==> config.mk <==
export PLATFORM = sky130hd
export DESIGN_NAME = mem_port_arbiter_flat
export DESIGN_NICKNAME = d
export VERILOG_FILES = /design/src/rtl/mem_port_arbiter_if.sv /design/src/rtl/mem_port_arbiter.sv /design/src/flat_wrapper.sv
export SDC_FILE = /design/constraint.sdc
export NUM_CORES = 1
export LEC_CHECK = 0
export CORE_AREA = 3 3 107 109
export CTS_CLUSTER_SIZE = 12
export DETAILED_ROUTE_END_ITERATION = 16
export DIE_AREA = 0 0 110 112
export SLEW_MARGIN = 20
export SYNTH_ARGS = -nofsm -noshare
export SYNTH_HDL_FRONTEND = slang
export SYNTH_SLANG_ARGS = --single-unit
==> constraint.sdc <==
create_clock -name clk -period 4.5 [get_ports clk]
set_input_delay 0.9 -clock clk [delete_from_list [all_inputs] [get_ports clk]]
set_output_delay 0.9 -clock clk [all_outputs]
set_load 0.01 [all_outputs]
==> src/rtl/mem_port_arbiter_if.sv <==
// Bundle of every signal on the shared memory port arbiter:
// the instruction-fetch port, the data (LSU) port, the single memory port
// and the outstanding-transaction count.
// The slave view belongs to the arbiter. The master view belongs to
// whatever drives the core and memory sides.
interface mem_port_arbiter_if;
    logic        instr_req_i;
    logic [31:0] instr_addr_i;
    logic        instr_gnt_o;
    logic        instr_rvalid_o;
    logic [31:0] instr_rdata_o;

    logic        data_req_i;
    logic [31:0] data_addr_i;
    logic        data_we_i;
    logic [3:0]  data_be_i;
    logic [31:0] data_wdata_i;
    logic        data_gnt_o;
    logic        data_rvalid_o;
    logic [31:0] data_rdata_o;

    logic        mem_req_o;
    logic [31:0] mem_addr_o;
    logic        mem_we_o;
    logic [3:0]  mem_be_o;
    logic [31:0] mem_wdata_o;
    logic        mem_gnt_i;
    logic        mem_rvalid_i;
    logic [31:0] mem_rdata_i;

    logic [3:0]  outstanding_o;

    modport slave (
        input  instr_req_i, instr_addr_i,
        output instr_gnt_o, instr_rvalid_o, instr_rdata_o,
        input  data_req_i, data_addr_i, data_we_i, data_be_i, data_wdata_i,
        output data_gnt_o, data_rvalid_o, data_rdata_o,
        output mem_req_o, mem_addr_o, mem_we_o, mem_be_o, mem_wdata_o,
        input  mem_gnt_i, mem_rvalid_i, mem_rdata_i,
        output outstanding_o
    );

    modport master (
        output instr_req_i, instr_addr_i,
        input  instr_gnt_o, instr_rvalid_o, instr_rdata_o,
        output data_req_i, data_addr_i, data_we_i, data_be_i, data_wdata_i,
        input  data_gnt_o, data_rvalid_o, data_rdata_o,
        input  mem_req_o, mem_addr_o, mem_we_o, mem_be_o, mem_wdata_o,
        output mem_gnt_i, mem_rvalid_i, mem_rdata_i,
        input  outstanding_o
    );
endinterface

==> src/rtl/mem_port_arbiter.sv <==
// Shares one OBI-style memory port between the instruction-fetch port and
// the data (LSU) port.
// - Data normally wins arbitration. After STARVE_LIMIT consecutive data grants
//   with a fetch waiting, the fetch wins instead.
// - An ungranted request keeps its selection locked until the memory grants it.
// - A small ID FIFO records who owns each outstanding transaction, so that the
//   in-order responses can be steered back to the requester that issued them.
module mem_port_arbiter #(
    parameter int MAX_OUTSTANDING = 2,
    parameter int STARVE_LIMIT    = 4
) (
    input  logic                  clk,
    input  logic                  rst,
    mem_port_arbiter_if.slave     bus
);

    localparam int PTR_W = (MAX_OUTSTANDING > 1) ? $clog2(MAX_OUTSTANDING) : 1;
    localparam int STV_W = $clog2(STARVE_LIMIT + 1);

    localparam logic SEL_INSTR = 1'b0;
    localparam logic SEL_DATA  = 1'b1;

    localparam logic [3:0]       MAX_CNT  = 4'(MAX_OUTSTANDING);
    localparam logic [PTR_W-1:0] LAST_PTR = PTR_W'(MAX_OUTSTANDING - 1);
    localparam logic [STV_W-1:0] STV_MAX  = STV_W'(STARVE_LIMIT);

    logic [MAX_OUTSTANDING-1:0] id_fifo_q;
    logic [PTR_W-1:0]           wr_ptr_q;
    logic [PTR_W-1:0]           rd_ptr_q;
    logic [3:0]                 count_q;
    logic                       lock_q;
    logic                       sel_q;
    logic [STV_W-1:0]           starve_cnt_q;

    logic full;
    logic fifo_empty;
    logic sel;
    logic mem_req;
    logic push;
    logic pop;
    logic head_is_data;
    logic instr_gnt;
    logic data_gnt;

    assign full       = (count_q == MAX_CNT);
    assign fifo_empty = (count_q == 4'd0);

    // Pick the requester: a locked selection is kept, otherwise data wins unless the fetch is starving.
    always_comb begin
        sel = SEL_INSTR;
        if (lock_q) begin
            sel = sel_q;
        end else if (bus.data_req_i &&
                     !(bus.instr_req_i && (starve_cnt_q == STV_MAX))) begin
            sel = SEL_DATA;
        end
    end

    // Issue a memory request only when there is room for another outstanding transaction.
    // The outputs are held quiet while reset is asserted.
    assign mem_req   = !rst && !full && (lock_q || bus.instr_req_i || bus.data_req_i);
    assign push      = mem_req && bus.mem_gnt_i;
    assign instr_gnt = push && (sel == SEL_INSTR);
    assign data_gnt  = push && (sel == SEL_DATA);

    assign pop          = !rst && bus.mem_rvalid_i && !fifo_empty;
    assign head_is_data = id_fifo_q[rd_ptr_q];

    assign bus.mem_req_o      = mem_req;
    assign bus.instr_gnt_o    = instr_gnt;
    assign bus.data_gnt_o     = data_gnt;
    assign bus.instr_rvalid_o = pop && !head_is_data;
    assign bus.data_rvalid_o  = pop && head_is_data;
    assign bus.instr_rdata_o  = bus.mem_rdata_i;
    assign bus.data_rdata_o   = bus.mem_rdata_i;
    assign bus.outstanding_o  = count_q;

    // Drive the memory port from the selected requester. A fetch is always a full-word read.
    always_comb begin
        bus.mem_addr_o  = bus.instr_addr_i;
        bus.mem_we_o    = 1'b0;
        bus.mem_be_o    = 4'hF;
        bus.mem_wdata_o = 32'h0;
        if (sel == SEL_DATA) begin
            bus.mem_addr_o  = bus.data_addr_i;
            bus.mem_we_o    = bus.data_we_i;
            bus.mem_be_o    = bus.data_be_i;
            bus.mem_wdata_o = bus.data_wdata_i;
        end
    end

    // The ID FIFO records the owner of each granted transaction, and pops one entry per response.
    always_ff @(posedge clk or posedge rst) begin
        if (rst) begin
            id_fifo_q <= '0;
            wr_ptr_q  <= '0;
            rd_ptr_q  <= '0;
        end else begin
            if (push) begin
                id_fifo_q[wr_ptr_q] <= sel;
                wr_ptr_q <= (wr_ptr_q == LAST_PTR) ? '0 : wr_ptr_q + 1'b1;
            end
            if (pop) begin
                rd_ptr_q <= (rd_ptr_q == LAST_PTR) ? '0 : rd_ptr_q + 1'b1;
            end
        end
    end

    // The outstanding count follows push and pop. A simultaneous push and pop leaves it unchanged.
    always_ff @(posedge clk or posedge rst) begin
        if (rst) begin
            count_q <= 4'd0;
        end else begin
            case ({push, pop})
                2'b10:   count_q <= count_q + 4'd1;
                2'b01:   count_q <= count_q - 4'd1;
                default: count_q <= count_q;
            endcase
        end
    end

    // Hold the selection while a request is waiting for a grant, and release it once granted.
    always_ff @(posedge clk or posedge rst) begin
        if (rst) begin
            lock_q <= 1'b0;
            sel_q  <= SEL_INSTR;
        end else if (mem_req && !bus.mem_gnt_i) begin
            lock_q <= 1'b1;
            sel_q  <= sel;
        end else if (push) begin
            lock_q <= 1'b0;
        end
    end

    // Count consecutive data grants that overtake a waiting fetch, saturating at the limit.
    always_ff @(posedge clk or posedge rst) begin
        if (rst) begin
            starve_cnt_q <= '0;
        end else if (instr_gnt || !bus.instr_req_i) begin
            starve_cnt_q <= '0;
        end else if (data_gnt && (starve_cnt_q != STV_MAX)) begin
            starve_cnt_q <= starve_cnt_q + 1'b1;
        end
    end

    // A response with nothing outstanding means the memory and the arbiter have lost track of each other.
    assert property (@(posedge clk) disable iff (rst) !(bus.mem_rvalid_i && fifo_empty));

endmodule

==> src/flat_wrapper.sv <==
// flat-port wrapper written by rule: the top's interface ports become plain ports
module mem_port_arbiter_flat 
#(
    parameter int MAX_OUTSTANDING = 2,
    parameter int STARVE_LIMIT    = 4
)
  (clk, rst, bus_instr_req_i, bus_instr_addr_i, bus_instr_gnt_o, bus_instr_rvalid_o, bus_instr_rdata_o, bus_data_req_i, bus_data_addr_i, bus_data_we_i, bus_data_be_i, bus_data_wdata_i, bus_data_gnt_o, bus_data_rvalid_o, bus_data_rdata_o, bus_mem_req_o, bus_mem_addr_o, bus_mem_we_o, bus_mem_be_o, bus_mem_wdata_o, bus_mem_gnt_i, bus_mem_rvalid_i, bus_mem_rdata_i, bus_outstanding_o);
  mem_port_arbiter_if bus_i ();
  input  logic clk;
  input  logic rst;
  input wire logic [$bits(bus_i.instr_req_i)-1:0] bus_instr_req_i;
  input wire logic [$bits(bus_i.instr_addr_i)-1:0] bus_instr_addr_i;
  output wire logic [$bits(bus_i.instr_gnt_o)-1:0] bus_instr_gnt_o;
  output wire logic [$bits(bus_i.instr_rvalid_o)-1:0] bus_instr_rvalid_o;
  output wire logic [$bits(bus_i.instr_rdata_o)-1:0] bus_instr_rdata_o;
  input wire logic [$bits(bus_i.data_req_i)-1:0] bus_data_req_i;
  input wire logic [$bits(bus_i.data_addr_i)-1:0] bus_data_addr_i;
  input wire logic [$bits(bus_i.data_we_i)-1:0] bus_data_we_i;
  input wire logic [$bits(bus_i.data_be_i)-1:0] bus_data_be_i;
  input wire logic [$bits(bus_i.data_wdata_i)-1:0] bus_data_wdata_i;
  output wire logic [$bits(bus_i.data_gnt_o)-1:0] bus_data_gnt_o;
  output wire logic [$bits(bus_i.data_rvalid_o)-1:0] bus_data_rvalid_o;
  output wire logic [$bits(bus_i.data_rdata_o)-1:0] bus_data_rdata_o;
  output wire logic [$bits(bus_i.mem_req_o)-1:0] bus_mem_req_o;
  output wire logic [$bits(bus_i.mem_addr_o)-1:0] bus_mem_addr_o;
  output wire logic [$bits(bus_i.mem_we_o)-1:0] bus_mem_we_o;
  output wire logic [$bits(bus_i.mem_be_o)-1:0] bus_mem_be_o;
  output wire logic [$bits(bus_i.mem_wdata_o)-1:0] bus_mem_wdata_o;
  input wire logic [$bits(bus_i.mem_gnt_i)-1:0] bus_mem_gnt_i;
  input wire logic [$bits(bus_i.mem_rvalid_i)-1:0] bus_mem_rvalid_i;
  input wire logic [$bits(bus_i.mem_rdata_i)-1:0] bus_mem_rdata_i;
  output wire logic [$bits(bus_i.outstanding_o)-1:0] bus_outstanding_o;
  assign bus_i.instr_req_i = bus_instr_req_i;
  assign bus_i.instr_addr_i = bus_instr_addr_i;
  assign bus_instr_gnt_o = bus_i.instr_gnt_o;
  assign bus_instr_rvalid_o = bus_i.instr_rvalid_o;
  assign bus_instr_rdata_o = bus_i.instr_rdata_o;
  assign bus_i.data_req_i = bus_data_req_i;
  assign bus_i.data_addr_i = bus_data_addr_i;
  assign bus_i.data_we_i = bus_data_we_i;
  assign bus_i.data_be_i = bus_data_be_i;
  assign bus_i.data_wdata_i = bus_data_wdata_i;
  assign bus_data_gnt_o = bus_i.data_gnt_o;
  assign bus_data_rvalid_o = bus_i.data_rvalid_o;
  assign bus_data_rdata_o = bus_i.data_rdata_o;
  assign bus_mem_req_o = bus_i.mem_req_o;
  assign bus_mem_addr_o = bus_i.mem_addr_o;
  assign bus_mem_we_o = bus_i.mem_we_o;
  assign bus_mem_be_o = bus_i.mem_be_o;
  assign bus_mem_wdata_o = bus_i.mem_wdata_o;
  assign bus_i.mem_gnt_i = bus_mem_gnt_i;
  assign bus_i.mem_rvalid_i = bus_mem_rvalid_i;
  assign bus_i.mem_rdata_i = bus_mem_rdata_i;
  assign bus_outstanding_o = bus_i.outstanding_o;
  mem_port_arbiter #(.MAX_OUTSTANDING(MAX_OUTSTANDING), .STARVE_LIMIT(STARVE_LIMIT)) u_core (.clk(clk), .rst(rst), .bus(bus_i));
endmodule
==> tab_implementation.tex <==
\begin{tabular}{lr}
\hline
Metric & Value \\
\hline
\multicolumn{2}{l}{\textbf{Run status}} \\
\quad Run status & complete, no violations \\
\multicolumn{2}{l}{\textbf{Pwr}} \\
\quad Reg power frac & 15.7\% \\
\quad Internal power summed over all cells & 0.884 mW \\
\quad Cell Pwr Density & roughly 400 mW/mm² \\
\quad Sw frac & 38.0\% \\
\quad IR drop worst, VDD & about 170 µV \\
\quad Clock power frac & under 10\% \\
\quad Switching Power & approximately 0.54 mW \\
\quad Fraction of power consumed by combinational cells & between 70\% and 80\% \\
\quad P\_leak & 1.33 nW \\
\quad Final total power & 1.43 mW \\
\multicolumn{2}{l}{\textbf{Synth}} \\
\quad Synth cell count leaders & sky130\_fd\_sc\_hd\_\_buf\_4 (65), sky130\_fd\_sc\_hd\_\_nor2b\_1 (34), sky130\_fd\_sc\_hd\_\_mux2\_2 (31) \\
\quad Number of library cell types mapped by synthesis & 40 \\
\quad Number of flops mapped to enable cells by yosys & 0 \\
\quad Gate count after technology mapping & $\sim$220 \\
\quad Share of flip-flops with an asynchronous set or reset & 100\% \\
\quad Most used standard cell by instance count after synthesis & sky130\_fd\_sc\_hd\_\_buf\_4 \\
\quad Net count of the mapped netlist & around 370 \\
\quad Most used flip-flop cell after synthesis & sky130\_fd\_sc\_hd\_\_dfrtp\_1 \\
\quad Count of yosys warnings during synthesis & 0 \\
\quad Flip-flop and latch count after synthesis & 13 \\
\quad Sequential fraction of the synthesis area & 17.0\% \\
\quad Avg Synthesized Cell Area & 8.62 µm² \\
\quad Cells taking the most area after synthesis & sky130\_fd\_sc\_hd\_\_buf\_4 (26\%), sky130\_fd\_sc\_hd\_\_mux2\_2 (18\%), sky130\_fd\_sc\_hd\_\_dfrtp\_1 (17\%), sky130\_fd\_sc\_hd\_\_nor2b\_1 (11\%), sky130\_fd\_sc\_hd\_\_ha\_1 (3.3\%) \\
\quad Share of the synthesized area in the top cell type & about 26\% \\
\quad Biggest area consumer among synthesized cells & sky130\_fd\_sc\_hd\_\_buf\_4 \\
\quad Post-synthesis cell area & 0.00191 mm² \\
\multicolumn{2}{l}{\textbf{Setup path}} \\
\quad Buf+Inv Stages, Crit Path & 3 \\
\quad Delay contributed by the slowest stage of the critical path & 490 ps \\
\quad Slowest library cell on the worst path & sky130\_fd\_sc\_hd\_\_clkdlybuf4s50\_1 \\
\quad Critical path's most frequent cell & sky130\_fd\_sc\_hd\_\_clkdlybuf4s50\_1 \\
\quad Sort of element at the end of the critical path & output port \\
\quad Required time at the worst-slack endpoint & 3600 ps \\
\quad Data arrival time of the critical path & around 3000 ps \\
\quad Kind of cell with the highest combined delay on the critical path & buffers and inverters \\
\quad Category of the worst setup path launch point & input port \\
\quad Type of the setup path with the least slack & input port to output port \\
\quad CP Cell Sequence & clkdlybuf4s50\_1 -> mux2i\_1 -> a41o\_2 -> buf\_12 -> mux2\_1 -> clkdlybuf4s50\_1 \\
\quad Largest driver fanout on the critical path & 52 \\
\multicolumn{2}{l}{\textbf{Job}} \\
\quad Number of maximum-capacitance constraint violations & 0 \\
\multicolumn{2}{l}{\textbf{Route}} \\
\quad First-pass iteration count of the detailed router & 4 \\
\quad Detailed-route wire length & approximately 6800 µm \\
\quad Count of routing violations after the opening detailed-route iteration & between 50 and 60 \\
\quad DRC viols & 0 \\
\quad Post-DRT Antenna Nets & 0 \\
\quad Vias & 1875 \\
\quad WL per Instance & about 14 µm \\
\quad Met2 routed wirelength & around 3300 µm \\
\quad Number of vias per cell & about 3.9 \\
\quad Highest signal layer in the routed design & met4 \\
\quad Detailed-routing wirelength on met1 & 2640 µm \\
\quad Met3 WL & about 800 µm \\
\multicolumn{2}{l}{\textbf{CTS}} \\
\quad Clk Latency, worst-skew pair & 240 ps \\
\quad Number of buffers added for setup after CTS & 0 \\
\quad TritonCTS Buffers & 3 \\
\quad Total of cells resized after clock tree synthesis & 0 \\
\quad Library cell used as clock root buffer & sky130\_fd\_sc\_hd\_\_clkbuf\_8 \\
\quad Clock transition at the register clock pins on the worst setup and hold paths after CTS & roughly 60 ps \\
\quad Clock tree from TritonCTS & done \\
\quad H-Tree Depth & 1 \\
\quad Max clock buf depth & 2 \\
\quad Clk sink count & 13 \\
\quad Hold buffers post-CTS & 0 \\
\multicolumn{2}{l}{\textbf{Floorplanning}} \\
\quad Die width & about 110 µm \\
\quad I/O pin total & approximately 280 \\
\quad Y dimension of the die & 112 µm \\
\quad Total die area & roughly 0.012 mm² \\
\quad Starting density of the core & 17.9\% \\
\quad Placeable core region & approximately 0.011 mm² \\
\quad FP Rows & 38 \\
\multicolumn{2}{l}{\textbf{Global routing}} \\
\quad Global-route wire length before repair & 9780 µm \\
\quad Antenna violations before repair & 0 \\
\quad Vias in the first global route & 1877 \\
\quad Maximum number of pins on one net before global-route repair & 53 \\
\quad Remaining global-route overflow & 0 \\
\quad Tot GR Track Use & roughly 10\% \\
\multicolumn{2}{l}{\textbf{Timing}} \\
\quad Worst slew margin relative to its limit & between 70\% and 80\% \\
\quad Fin. Hold Viols & 0 \\
\quad Minimum clock period after layout & around 3800 ps \\
\quad Post-layout worst setup margin & 675 ps \\
\quad Post-route setup TNS & 0 ps \\
\quad Achievable frequency & around 0.26 GHz \\
\quad Pin slew with the least headroom to its limit & approximately 320 ps \\
\quad Period utilization & a little under nine tenths \\
\quad Max-slew violations & 0 \\
\quad Unrepaired setup endpoints after global routing & no \\
\quad Post-route clock skew & around 0.9 ps \\
\quad Count of endpoints failing setup in the final report & 0 \\
\multicolumn{2}{l}{\textbf{Placement}} \\
\quad Pre-CTS setup slack & between 600 and 700 ps \\
\quad I/O Buffers & between 150 and 200 \\
\quad RePlAce Congestion & approximately 0.8 \\
\quad Final HPWL DP & about 5700 µm \\
\quad Standard cell area after detailed placement & roughly 0.0034 mm² \\
\multicolumn{2}{l}{\textbf{Cells and area}} \\
\quad Core Util, Final & 32.4\% \\
\quad \# fillers & 1117 \\
\quad Area added between synthesis and finish & 81.4\% \\
\quad Antenna cells & 0 \\
\quad Net count reported at finish & around 490 \\
\quad Post-route design area & $\sim$0.0035 mm² \\
\quad Proportion of layout cells with a drive suffix above 1 & between 10\% and 20\% \\
\multicolumn{2}{l}{\textbf{Min path}} \\
\quad Hold WC Path Type & flip-flop to flip-flop \\
\hline
\end{tabular}
## metrics by stage
step           std cells  hold slack, ps
3_5_place_dp         476             491
4_1_cts              480             502
2_1_floorplan        222             468
6_report             480             502
3_3_place_gp         476             484
5_1_grt              480             528
## cells in the final DEF, fill, tap and decap left out, types with 2 or more instances in the layout
| cell type | netlist | final |
|---|---|---|
| sky130_fd_sc_hd__o21ai_0 | 5 | 5 |
| sky130_fd_sc_hd__dfrtp_1 | 13 | 13 |
| sky130_fd_sc_hd__nor2_1 | 7 | 7 |
| sky130_fd_sc_hd__ha_1 | 5 | 5 |
| sky130_fd_sc_hd__or2_2 | 4 | 4 |
| sky130_fd_sc_hd__mux2i_1 | 2 | 2 |
| sky130_fd_sc_hd__mux2_1 | 2 | 2 |
| sky130_fd_sc_hd__xor2_1 | 3 | 3 |
| sky130_fd_sc_hd__nand2_1 | 6 | 6 |
| sky130_fd_sc_hd__clkbuf_8 | 0 | 3 |
| sky130_fd_sc_hd__inv_1 | 6 | 6 |
| sky130_fd_sc_hd__xnor2_1 | 4 | 4 |
| sky130_fd_sc_hd__a21oi_1 | 3 | 3 |
| sky130_fd_sc_hd__a31oi_1 | 3 | 3 |
| sky130_fd_sc_hd__buf_4 | 65 | 2 |
| sky130_fd_sc_hd__nor2b_1 | 34 | 34 |
| sky130_fd_sc_hd__clkdlybuf4s50_1 | 0 | 184 |
| sky130_fd_sc_hd__mux2_2 | 31 | 31 |
## layer usage
layer | track usage (%) | vias up
li1 | - | 905
met1 | 12.1 | 838
met2 | 17.1 | 119
met3 | 2.43 | 13
met4 | 2.99 | 0
met5 | 0 | -
## registers in the layout, summed over array words and instances, names as in the netlist
register	count
u_core.bus.outstanding_o	4
u_core.id_fifo_q	2
u_core.lock_q	1
u_core.rd_ptr_q	1
u_core.sel_q	1
u_core.starve_cnt_q	3
u_core.wr_ptr_q	1
## final cells by class
type                            count  area [µm²]  share of cell area (%)
Clock buffer                        4        45.0                    1.30
Inverter                            7        31.3                   0.902
Multi-Input combinational cell    129        1020                    29.3
Sequential cell                    13         325                    9.38
Tap cell                          140         175                    5.05
Timing Repair Buffer              187        1880                    54.1
## worst register-to-register path, delay by kind of cell (launching register included)
family	cells	cell delay, ps
AND/OR/NAND/NOR	3	890
XOR/XNOR	3	470
flip-flops	1	450
adder cells (fa/ha/maj)	2	440
AO/OA/AOI/OAI	1	140
buffers and inverters	1	100
## cells by family after synthesis
family          Yosys count  synth area share (%)
fa+ha+maj                 5                  3.27
xor+xnor                  7                  3.20
buf+inv                  80                  30.0
compound gates           18                  6.08
flops                    13                  17.0
mux                      35                  20.5
simple gates             64                  20.0
## final timing paths
| path | from | to | slack (ps) | depth (start not counted) |
|---|---|---|---|---|
| worst max-delay path | bus_data_req_i | bus_mem_addr_o[15] | 670 | 6 |
| worst min register to register | u_core.rd_ptr_q | u_core.rd_ptr_q | 500 | 1 |
| worst max register to register | u_core.bus.outstanding_o[0] | u_core.bus.outstanding_o[2] | 1890 | 10 |
| max in group asynchronous | rst | u_core.bus.outstanding_o[0] | 3320 | 3 |
| worst min-delay path | u_core.rd_ptr_q | u_core.rd_ptr_q | 500 | 1 |
| min in group asynchronous | rst | u_core.rd_ptr_q | 1020 | 3 |
## power groups by stage
stage / clock, mW / sequential, mW / combinational (mW)
after detailed placement: 0 / 0.225 / 1.11
after floorplan: 0 / 0.219 / 0.591
after CTS: 0.110 / 0.223 / 1.11
after global placement: 0 / 0.221 / 1.10
final: 0.108 / 0.224 / 1.09
after global routing: 0.118 / 0.231 / 1.18
No activity file was read; power rests on OpenSTA's default activity.
